--- src/rtl/morse_pkg.sv ---
`default_nettype none
// +-----------------------------------------------------------------+
// | morse_pkg : shared state encoding and unit thresholds            |
// | Rev 1.0                                                          |
// +-----------------------------------------------------------------+
package morse_pkg;

  typedef enum logic [1:0] {
    ST_IDLE  = 2'd0,
    ST_MARK  = 2'd1,
    ST_SPACE = 2'd2
  } state_t;

  localparam logic [2:0] DASH_UNITS     = 3'd2;
  localparam logic [2:0] CHAR_GAP_UNITS = 3'd2;
  localparam logic [2:0] WORD_GAP_UNITS = 3'd5;
  localparam logic [2:0] MARK_ERR_UNITS = 3'd5;
  localparam logic [2:0] MAX_ELEMS      = 3'd6;

  // Element value appended for a mark that lasted the given whole units.
  function automatic logic is_dash(input logic [2:0] units);
    return (units >= DASH_UNITS);
  endfunction

endpackage
`default_nettype wire

--- src/rtl/pin_debounce.sv ---
`default_nettype none
// +-----------------------------------------------------------------+
// | pin_debounce : two-flop synchroniser plus hold-time debouncer    |
// | Rev 1.0                                                          |
// +-----------------------------------------------------------------+
module pin_debounce #(
  parameter int DEBOUNCE_CYCLES = 16384
) (
  input  logic CLK,
  input  logic RESETN,
  input  logic PIN_IN,
  output logic LEVEL,
  output logic RISE,
  output logic FALL
);

  localparam int CNT_W = (DEBOUNCE_CYCLES > 1) ? $clog2(DEBOUNCE_CYCLES) : 1;
  localparam logic [CNT_W-1:0] CNT_LAST = CNT_W'(DEBOUNCE_CYCLES - 1);

  logic [1:0]       r_sync;
  logic [CNT_W-1:0] r_cnt;
  logic             r_level;
  logic             r_rise;
  logic             r_fall;

  // Any cycle where the synchronised input agrees with the accepted level restarts the hold count.
  always_ff @(posedge CLK or negedge RESETN) begin
    if (!RESETN) begin
      r_sync  <= 2'b00;
      r_cnt   <= '0;
      r_level <= 1'b0;
      r_rise  <= 1'b0;
      r_fall  <= 1'b0;
    end else begin
      r_sync <= {r_sync[0], PIN_IN};
      r_rise <= 1'b0;
      r_fall <= 1'b0;
      if (r_sync[1] != r_level) begin
        if (r_cnt == CNT_LAST) begin
          r_level <= r_sync[1];
          r_rise  <= r_sync[1];
          r_fall  <= ~r_sync[1];
          r_cnt   <= '0;
        end else begin
          r_cnt <= r_cnt + 1'b1;
        end
      end else begin
        r_cnt <= '0;
      end
    end
  end

  assign LEVEL = r_level;
  assign RISE  = r_rise;
  assign FALL  = r_fall;

endmodule
`default_nettype wire

--- src/rtl/morse_rx.sv ---
`default_nettype none
// +-----------------------------------------------------------------+
// | morse_rx : decodes a debounced Morse line into character codes   |
// | Rev 1.0                                                          |
// +-----------------------------------------------------------------+
module morse_rx
  import morse_pkg::*;
#(
  parameter int UNIT_CYCLES     = 2097152,
  parameter int DEBOUNCE_CYCLES = 16384
) (
  input  logic       CLK,
  input  logic       RESETN,
  input  logic       PIN_IN,
  output logic       SYM_VALID,
  output logic [5:0] SYM_CODE,
  output logic [2:0] SYM_LEN,
  output logic       WORD_GAP,
  output logic       ERR
);

  localparam int PRE_W = (UNIT_CYCLES > 1) ? $clog2(UNIT_CYCLES) : 1;
  localparam logic [PRE_W-1:0] PRE_LAST = PRE_W'(UNIT_CYCLES - 1);

  logic             w_level;
  logic             w_rise;
  logic             w_fall;
  logic             w_edge;
  logic             w_wrap;

  logic [PRE_W-1:0] r_pre;
  logic [2:0]       r_units;

  state_t           r_state;
  logic [5:0]       r_code;
  logic [2:0]       r_len;
  logic             r_mark_err;
  logic             r_sym_seen;
  logic             r_sym_valid;
  logic [5:0]       r_sym_code;
  logic [2:0]       r_sym_len;
  logic             r_word_gap;
  logic             r_err;

  pin_debounce #(
    .DEBOUNCE_CYCLES(DEBOUNCE_CYCLES)
  ) u_debounce (
    .CLK   (CLK),
    .RESETN(RESETN),
    .PIN_IN(PIN_IN),
    .LEVEL (w_level),
    .RISE  (w_rise),
    .FALL  (w_fall)
  );

  assign w_edge = w_rise | w_fall;
  assign w_wrap = (r_pre == PRE_LAST);

  always_ff @(posedge CLK or negedge RESETN) begin
    if (!RESETN) begin
      r_pre   <= '0;
      r_units <= 3'd0;
    end else if (w_edge) begin
      r_pre   <= '0;
      r_units <= 3'd0;
    end else if (w_wrap) begin
      r_pre <= '0;
      if (r_units != 3'd7) begin
        r_units <= r_units + 3'd1;
      end
    end else begin
      r_pre <= r_pre + 1'b1;
    end
  end

  // Threshold tests fire on the wrap that moves r_units onto the threshold value.
  always_ff @(posedge CLK or negedge RESETN) begin
    if (!RESETN) begin
      r_state     <= ST_IDLE;
      r_code      <= 6'd0;
      r_len       <= 3'd0;
      r_mark_err  <= 1'b0;
      r_sym_seen  <= 1'b0;
      r_sym_valid <= 1'b0;
      r_sym_code  <= 6'd0;
      r_sym_len   <= 3'd0;
      r_word_gap  <= 1'b0;
      r_err       <= 1'b0;
    end else begin
      r_sym_valid <= 1'b0;
      r_word_gap  <= 1'b0;
      r_err       <= 1'b0;
      case (r_state)
        ST_IDLE: begin
          if (w_rise) begin
            r_state    <= ST_MARK;
            r_code     <= 6'd0;
            r_len      <= 3'd0;
            r_mark_err <= 1'b0;
          end
        end
        ST_MARK: begin
          if (r_mark_err) begin
            if (!w_level) begin
              r_state    <= ST_IDLE;
              r_mark_err <= 1'b0;
            end
          end else if (w_fall) begin
            if (r_len == MAX_ELEMS) begin
              r_err   <= 1'b1;
              r_code  <= 6'd0;
              r_len   <= 3'd0;
              r_state <= ST_IDLE;
            end else begin
              r_code[r_len] <= is_dash(r_units);
              r_len         <= r_len + 3'd1;
              r_state       <= ST_SPACE;
            end
          end else if (w_wrap && (r_units == MARK_ERR_UNITS - 3'd1)) begin
            r_err      <= 1'b1;
            r_mark_err <= 1'b1;
            r_code     <= 6'd0;
            r_len      <= 3'd0;
          end
        end
        ST_SPACE: begin
          if (w_rise) begin
            r_state <= ST_MARK;
            if (r_units >= CHAR_GAP_UNITS) begin
              r_code <= 6'd0;
              r_len  <= 3'd0;
            end
          end else if (w_wrap && (r_units == CHAR_GAP_UNITS - 3'd1)) begin
            r_sym_valid <= 1'b1;
            r_sym_code  <= r_code;
            r_sym_len   <= r_len;
            r_sym_seen  <= 1'b1;
          end else if (w_wrap && (r_units == WORD_GAP_UNITS - 3'd1)) begin
            r_state <= ST_IDLE;
            r_code  <= 6'd0;
            r_len   <= 3'd0;
            if (r_sym_seen) begin
              r_word_gap <= 1'b1;
              r_sym_seen <= 1'b0;
            end
          end
        end
        default: r_state <= ST_IDLE;
      endcase
    end
  end

  assign SYM_VALID = r_sym_valid;
  assign SYM_CODE  = r_sym_code;
  assign SYM_LEN   = r_sym_len;
  assign WORD_GAP  = r_word_gap;
  assign ERR       = r_err;

endmodule
`default_nettype wire
--- config.mk ---
export PLATFORM = sky130hd
export DESIGN_NAME = morse_rx
export DESIGN_NICKNAME = d
export VERILOG_FILES = /design/src/rtl/morse_pkg.sv /design/src/rtl/pin_debounce.sv /design/src/rtl/morse_rx.sv
export SDC_FILE = /design/constraint.sdc
export NUM_CORES = 1
export LEC_CHECK = 0
export ABC_CLOCK_PERIOD_IN_PS = 3600
export BUFFER_PORTS_ARGS = -buffer_cell sky130_fd_sc_hd__buf_2
export CAP_MARGIN = 20
export CORE_MARGIN = 10
export CORE_UTILIZATION = 50
export DETAILED_ROUTE_END_ITERATION = 12
export MAX_ROUTING_LAYER = met4
export PLACE_DENSITY = 0.74
export SYNTH_ARGS = -nofsm -noshare
export SYNTH_HDL_FRONTEND = slang
export SYNTH_SLANG_ARGS = --single-unit
export TNS_END_PERCENT = 50
--- constraint.sdc ---
create_clock -name CLK -period 3.6 [get_ports CLK]
set_input_delay 0.18 -clock CLK [delete_from_list [all_inputs] [get_ports CLK]]
set_output_delay 0.18 -clock CLK [all_outputs]
set_load 0.01 [all_outputs]
==> results of run 1 <==
-- cell usage in the layout (no fill, tap or decap), drive strengths merged, types with 11 or more instances in the layout --
master  count
buf        15
clkbuf     11
dfrtp      68
inv        12
nand2      51
nand3      15
nor2       51
o21ai      12
xnor2      12
xor2       21
-- Yosys cell counts, types with 3 or more instances --
cell type and count:
mux2_2 4, nor3_1 9, nor2b_1 4, and4_1 4
nand4_1 9, dfrtp_1 68, nor3b_1 5, and3_1 7
nor2_1 50, o211ai_1 5, a21oi_1 9, nand2b_1 4
xor2_1 21, nand3_1 15, o21ai_1 3, inv_1 12
xnor2_1 12, a21o_1 5, clkbuf_1 10, o21ai_0 8
ha_1 10, mux2i_1 4, nand2_1 50
-- per-layer routing --
| layer | wire (um) | GRT usage [%] | vias to the layer above |
|---|---|---|---|
| li1 | - | - | 1292 |
| met1 | 3195 | 16.30 | 1236 |
| met2 | 3227 | 20.95 | 50 |
| met3 | 333 | 3.656 | 9 |
| met5 | 0 | - | - |
| met4 | 102 | 5.865 | 0 |
-- final cells by class --
type	instances	area, um^2
clock inverters	5	52.55
well taps	96	120.1
multi-input cells	274	1722
flip-flops and latches	68	1702
clock buffers	11	131.4
fillers	621	2962
inverters	12	45.04
repair buffers	17	97.59
-- sequential cells by signal, indices dropped and copies added (netlist names), 2 cells and up --
register	cells
u_debounce.r_sync	2
r_len	3
r_state	2
r_code	6
SYM_LEN	3
u_debounce.r_cnt	14
r_units	3
r_pre	21
SYM_CODE	6
-- kinds of logic (layout without fill, tap and decap cells) --
family / Yosys count / after routing / share of synthesized area (%)
AO/OA/AOI/OAI: 48 / 48 / 9.436
AND/OR/NAND/NOR: 175 / 175 / 25.22
buffers and inverters: 25 / 45 / 2.944
adder cells (fa/ha/maj): 10 / 10 / 3.547
flip-flops: 68 / 68 / 48.24
XOR/XNOR: 33 / 33 / 8.194
multiplexers: 8 / 8 / 2.412
-- final timing paths --
kind	startpoint	to	slack, ns	depth (start not counted)
min in group asynchronous	RESETN	r_pre[3]	0.49	2
hold reg to reg	u_debounce.r_sync[0]	u_debounce.r_sync[1]	0.35	0
hold / removal	u_debounce.r_sync[0]	u_debounce.r_sync[1]	0.35	0
setup / recovery	r_pre[0]	r_len[2]	1.22	6
max in group asynchronous	RESETN	u_debounce.r_cnt[6]	2.21	3
setup reg to reg	r_pre[0]	r_len[2]	1.22	6
-- what timing repair did --
item                       CTS  global route
hold endpoints to repair    40             0
hold buffers                 2             0
setup endpoints to repair    0             0
resized for setup            0             0
-- power by group --
part / switching, mW / total [mW] / internal [mW]
Sequential: 0.00304 / 0.771 / 0.768
Combinational: 0.0193 / 0.0255 / 0.00620
Clock: 0.280 / 0.597 / 0.317
Total: 0.303 / 1.39 / 1.09
-- worst register-to-register path, cell delays in order (launching register included) --
cell and delay (ns):
dfrtp_1 0.40, ha_1 0.20, nand3_1 0.26, or4_4 0.61, o21ai_2 0.47, o21ai_0 0.20, o211ai_1 0.14
-- stage by stage --
stage,area [um^2],setup WS [ns],instances,power [mW]
6_report,3870,1.224,483,1.393
5_1_grt,3870,0.9757,483,1.449
4_1_cts,3870,1.245,483,1.416
3_5_place_dp,3666,1.260,465,0.8107
3_3_place_gp,3666,1.334,465,0.8094
2_1_floorplan,3527,1.541,367,0.7918
==> metrics.cfg, run 1 <==
[timing]
rsz0062_at_grt=false
tightest_slew_ns=0.8805
hold_slack_ns=0.3494
max_freq_mhz=420.9
timing.final.crit_share_pct=65.99
fin_skew_ns=0.008330
fin_crit_ns=2.376
hold_violations=0
tns_ns=0
finalSetupViolCount=0
slew_headroom_pct=41.30
slew_violations=0

[finish]
nNetsFinal=395
area_delta_synth_final_pct=9.720
antenna_cells=0
drive_gt1_share_pct=11.89
fin_util_pct=56.65

[power_and_ir_drop]
powerDensity_nw_per_um2=360.0
p_leak_nw=1.765
peakVddDrop_mv=0.2218

[synthesis]
yosysTopAreaCellShare_pct=48.24
syn_nets=380
yosysWarnings=0
synthCells=367
synth_area_leaders=dfrtp_1 (48%), nand2_1 (5.3%), nor2_1 (5.3%)
synth.yosys.seq_area_share_pct=48.24
synth_edf_count=0
synth_area_um2=3527
ys_async_sr_fraction_pct=100.0
yosys.area.top_type=dfrtp_1
synthFlopType=dfrtp_1
syn_area_per_cell_um2=9.611
synth.distinct_cells=53
ys_ff_latch=68

[drt]
vias=2587
routed_wl_um=6859
routedWlPerCell_um=14.20
viasPerCell=5.356
drcViolationCount=0
ant_nets=0
drtIter0Drc=139
first_pass_iters=5

[placement]
place.gp.congestion=0.8309
portBuffers=14
place_hpwl_um=4726

[grt]
grt_pass1_wl_um=12100
grt_max_degree=41
gr-usage-all-layers_pct=13.56
grt_antenna_before_repair=0
grt_pass1_vias=2568
grt_overflow=0

[cts]
clk_pin_slew_ns=0.07
clock_sinks=68
htree_levels=3
tritoncts=yes
cts-root-buf=clkbuf_8
cts_buffers=9
clk_path_buf_depth=2
post-cts-setup-buffer-count=0
clock_latency_ns=0.34

[setup_path]
worst-endpoint-required_ns=3.86
critical_path_class=register to register
slowest_delay_ns=0.61
cp.arrival_ns=2.63
cp_max_fo=13
path_cells=ha_1 -> nand3_1 -> or4_4 -> o21ai_2 -> o21ai_0 -> o211ai_1
cp_slowest_cell=or4_4
critPathLaunchType=register
end_kind=register
crit_family=simple AND/OR/NAND/NOR gates
path_buf_inv=0

[floorplanning]
core-area_um2=6832
initial_core_util_pct=51.63
chipHeight_um=104.0
rows=30
die_area_um2=10810
top_level_ports=15
die_w_um=104.0

[status]
status=completed

[job]
maxCapViolCount=0

[worst_hold_path]
min_path_type=register to register

Power figures use the tool's default switching activity.
==> run 2, diff against run 1 <==
ABC_CLOCK_PERIOD_IN_PS = 2400   (was 3600)
clock period = 2.4 ns   (was 3.6 ns; I/O delays follow)
==> run 2 against run 1 <==
Non-clock buffer count increased by 12. Die area unchanged. Final area increased by 4.2%. Combinational power increased by 62%. Sequential share of layout area decreased by 1.8 points. First-iteration DRC count increased by 2.2%. Setup slack got worse by 1.0 ns. Clock skew decreased by 0.0014 ns. Largest cell class unchanged.
==> metrics.cfg, run 2 (synthesis results as in run 1) <==
[floorplanning]
initial_core_util_pct=51.63  ; unchanged
top_level_ports=15  ; unchanged
die_area_um2=10810  ; unchanged
core-area_um2=6832  ; unchanged
die_w_um=104.0  ; unchanged
rows=30  ; unchanged
chipHeight_um=104.0  ; unchanged

[setup_path]
critical_path_class=register to register
cp.arrival_ns=2.49  ; -0.14 ns
worst-endpoint-required_ns=2.68  ; -1.18 ns
end_kind=register
cp_max_fo=13  ; unchanged
critPathLaunchType=register

[placement]
dp_slack_ns=0.1437  ; -1.116 ns
dpl_cell_area_um2=3761  ; +2.6%
place_hpwl_um=4863  ; +2.9%
portBuffers=14  ; unchanged
place_inst=476  ; +2.4%
place.gp.congestion=0.9110  ; +9.6%

[finish]
fillers=591  ; -4.8%
layoutNonFillerInstCount=495  ; +2.5%
area_delta_synth_final_pct=14.30
largest_register=r_pre
fin_util_pct=59.01  ; +2.4 points
register_area_um2=1702  ; unchanged
design_area_um2=4031  ; +4.2%
largest_reg_flops=21  ; unchanged
layout_commonest_cell=dfrtp_1
drive_gt1_share_pct=15.04  ; +3.2 points
final_cell_mix=dfrtp_1 (68), nand2_1 (50), nor2_1 (50)
multi_input_comb_area_um2=1729  ; +0.44%
nNetsFinal=407  ; +3.0%
top_regs=r_pre x21, u_debounce.r_cnt x14
antenna_cells=0  ; unchanged

[cts]
cts-root-buf=clkbuf_8
tritoncts=yes
cts_buffers=9  ; unchanged
clk_path_buf_depth=2  ; unchanged
clock_latency_ns=0.34  ; about the same
clock_sinks=68  ; unchanged
clk_pin_slew_ns=0.07  ; about the same
htree_levels=3  ; unchanged

[power_and_ir_drop]
peakVddDrop_mv=0.6566  ; +200%
power_mw=2.286  ; +64%
powerDensity_nw_per_um2=567.0  ; +57%
p_leak_nw=1.865  ; +5.6%

[drt]
vias=2681  ; +3.6%
routedWlPerCell_um=14.18  ; -0.13%
viasPerCell=5.416  ; +1.1%
drcViolationCount=0  ; unchanged
first_pass_iters=4  ; -1
ant_nets=0  ; unchanged
drtIter0Drc=142  ; +2.2%
routed_wl_um=7020  ; +2.3%

[timing]
hold_slack_ns=0.3180  ; -0.03141 ns
finalSetupViolCount=0  ; unchanged
timing.final.crit_share_pct=91.93  ; +26 points
max_freq_mhz=453.2  ; +7.7%
slew_violations=0  ; unchanged
slew_headroom_pct=53.21  ; +12 points
fin_crit_ns=2.206  ; -0.1693 ns
tightest_slew_ns=0.6955  ; -0.1850 ns
rsz0062_at_grt=false
hold_violations=0  ; unchanged
setup_ws_ns=0.1937  ; -1.031 ns
fin_skew_ns=0.006901  ; -0.001430 ns
tns_ns=0  ; unchanged

[grt]
grt_pass1_vias=2641  ; +2.8%
gr-usage-all-layers_pct=13.68  ; +0.12 points
grt_pass1_wl_um=12260  ; +1.4%
grt_overflow=0  ; unchanged
grt_antenna_before_repair=0  ; unchanged
grt_max_degree=44  ; +7.3%

[status]
status=completed

[worst_hold_path]
min_path_type=primary input to asynchronous set/reset pin

[job]
maxCapViolCount=0  ; unchanged

[run 2: cell types whose count changed in the layout (fill, tap and decap cells not counted)]
cell / change
clkbuf_8: +3
buf_4: +11
clkinvlp_4: -1
clkinv_2: -1
o21ai_4: +1
buf_12: +1
clkbuf_1: -2
bufinv_16: +1
o21ai_2: -1
[run 2: cell type report]
class	instances	share of cell area, %
Multi-Input combinational cell	274	42.89
Sequential cell	68	42.21
Timing Repair Buffer	29	4.966
Clock buffer	12	4.097
Tap cell	96	2.980
Clock inverter	4	1.738
Inverter	12	1.117
[run 2: timing repair]
item | in CTS | in global routing
hold buffers | 2 | 0
resized for setup | 0 | 1
endpoints found under the hold margin | 26 | 0
setup endpoints to repair | 0 | 1
buffers inserted | 0 | 1
[run 2: routing by layer]
metal	part of all wire (%)	wire length, um	vias to the layer above	track usage [%]
met5	0	0	-	-
met4	1.1	76	0	4.175
met3	5.0	350	10	3.903
met2	47	3282	60	21.49
met1	47	3310	1292	16.69
li1	-	-	1319	-
[run 2: worst paths after layout]
kind,slack (ns),startpoint,endpoint,cells past startpoint
worst max register to register,0.19,r_state[0],r_code[1],8
worst min-delay path,0.32,RESETN,r_pre[7],2
max in group asynchronous,1.46,RESETN,r_state[0],3
worst max-delay path,0.19,r_state[0],r_code[1],8
worst min register to register,0.36,u_debounce.r_sync[0],u_debounce.r_sync[1],0
min in group CLK,0.36,u_debounce.r_sync[0],u_debounce.r_sync[1],0
[run 2: power breakdown]
| part | switching (mW) | internal (mW) |
|---|---|---|
| clock | 0.421 | 0.667 |
| sequential | 0.00504 | 1.15 |
| combinational | 0.0297 | 0.0116 |
[run 2: worst max-delay path, stage by stage, from the launching register on]
cell,delay [ns]
dfrtp_1,0.38
inv_1,0.07
ha_1,0.23
nor4bb_1,0.15
a2111oi_2,0.38
buf_4,0.20
o21ai_4,0.11
or4_1,0.52
nand3_1,0.09
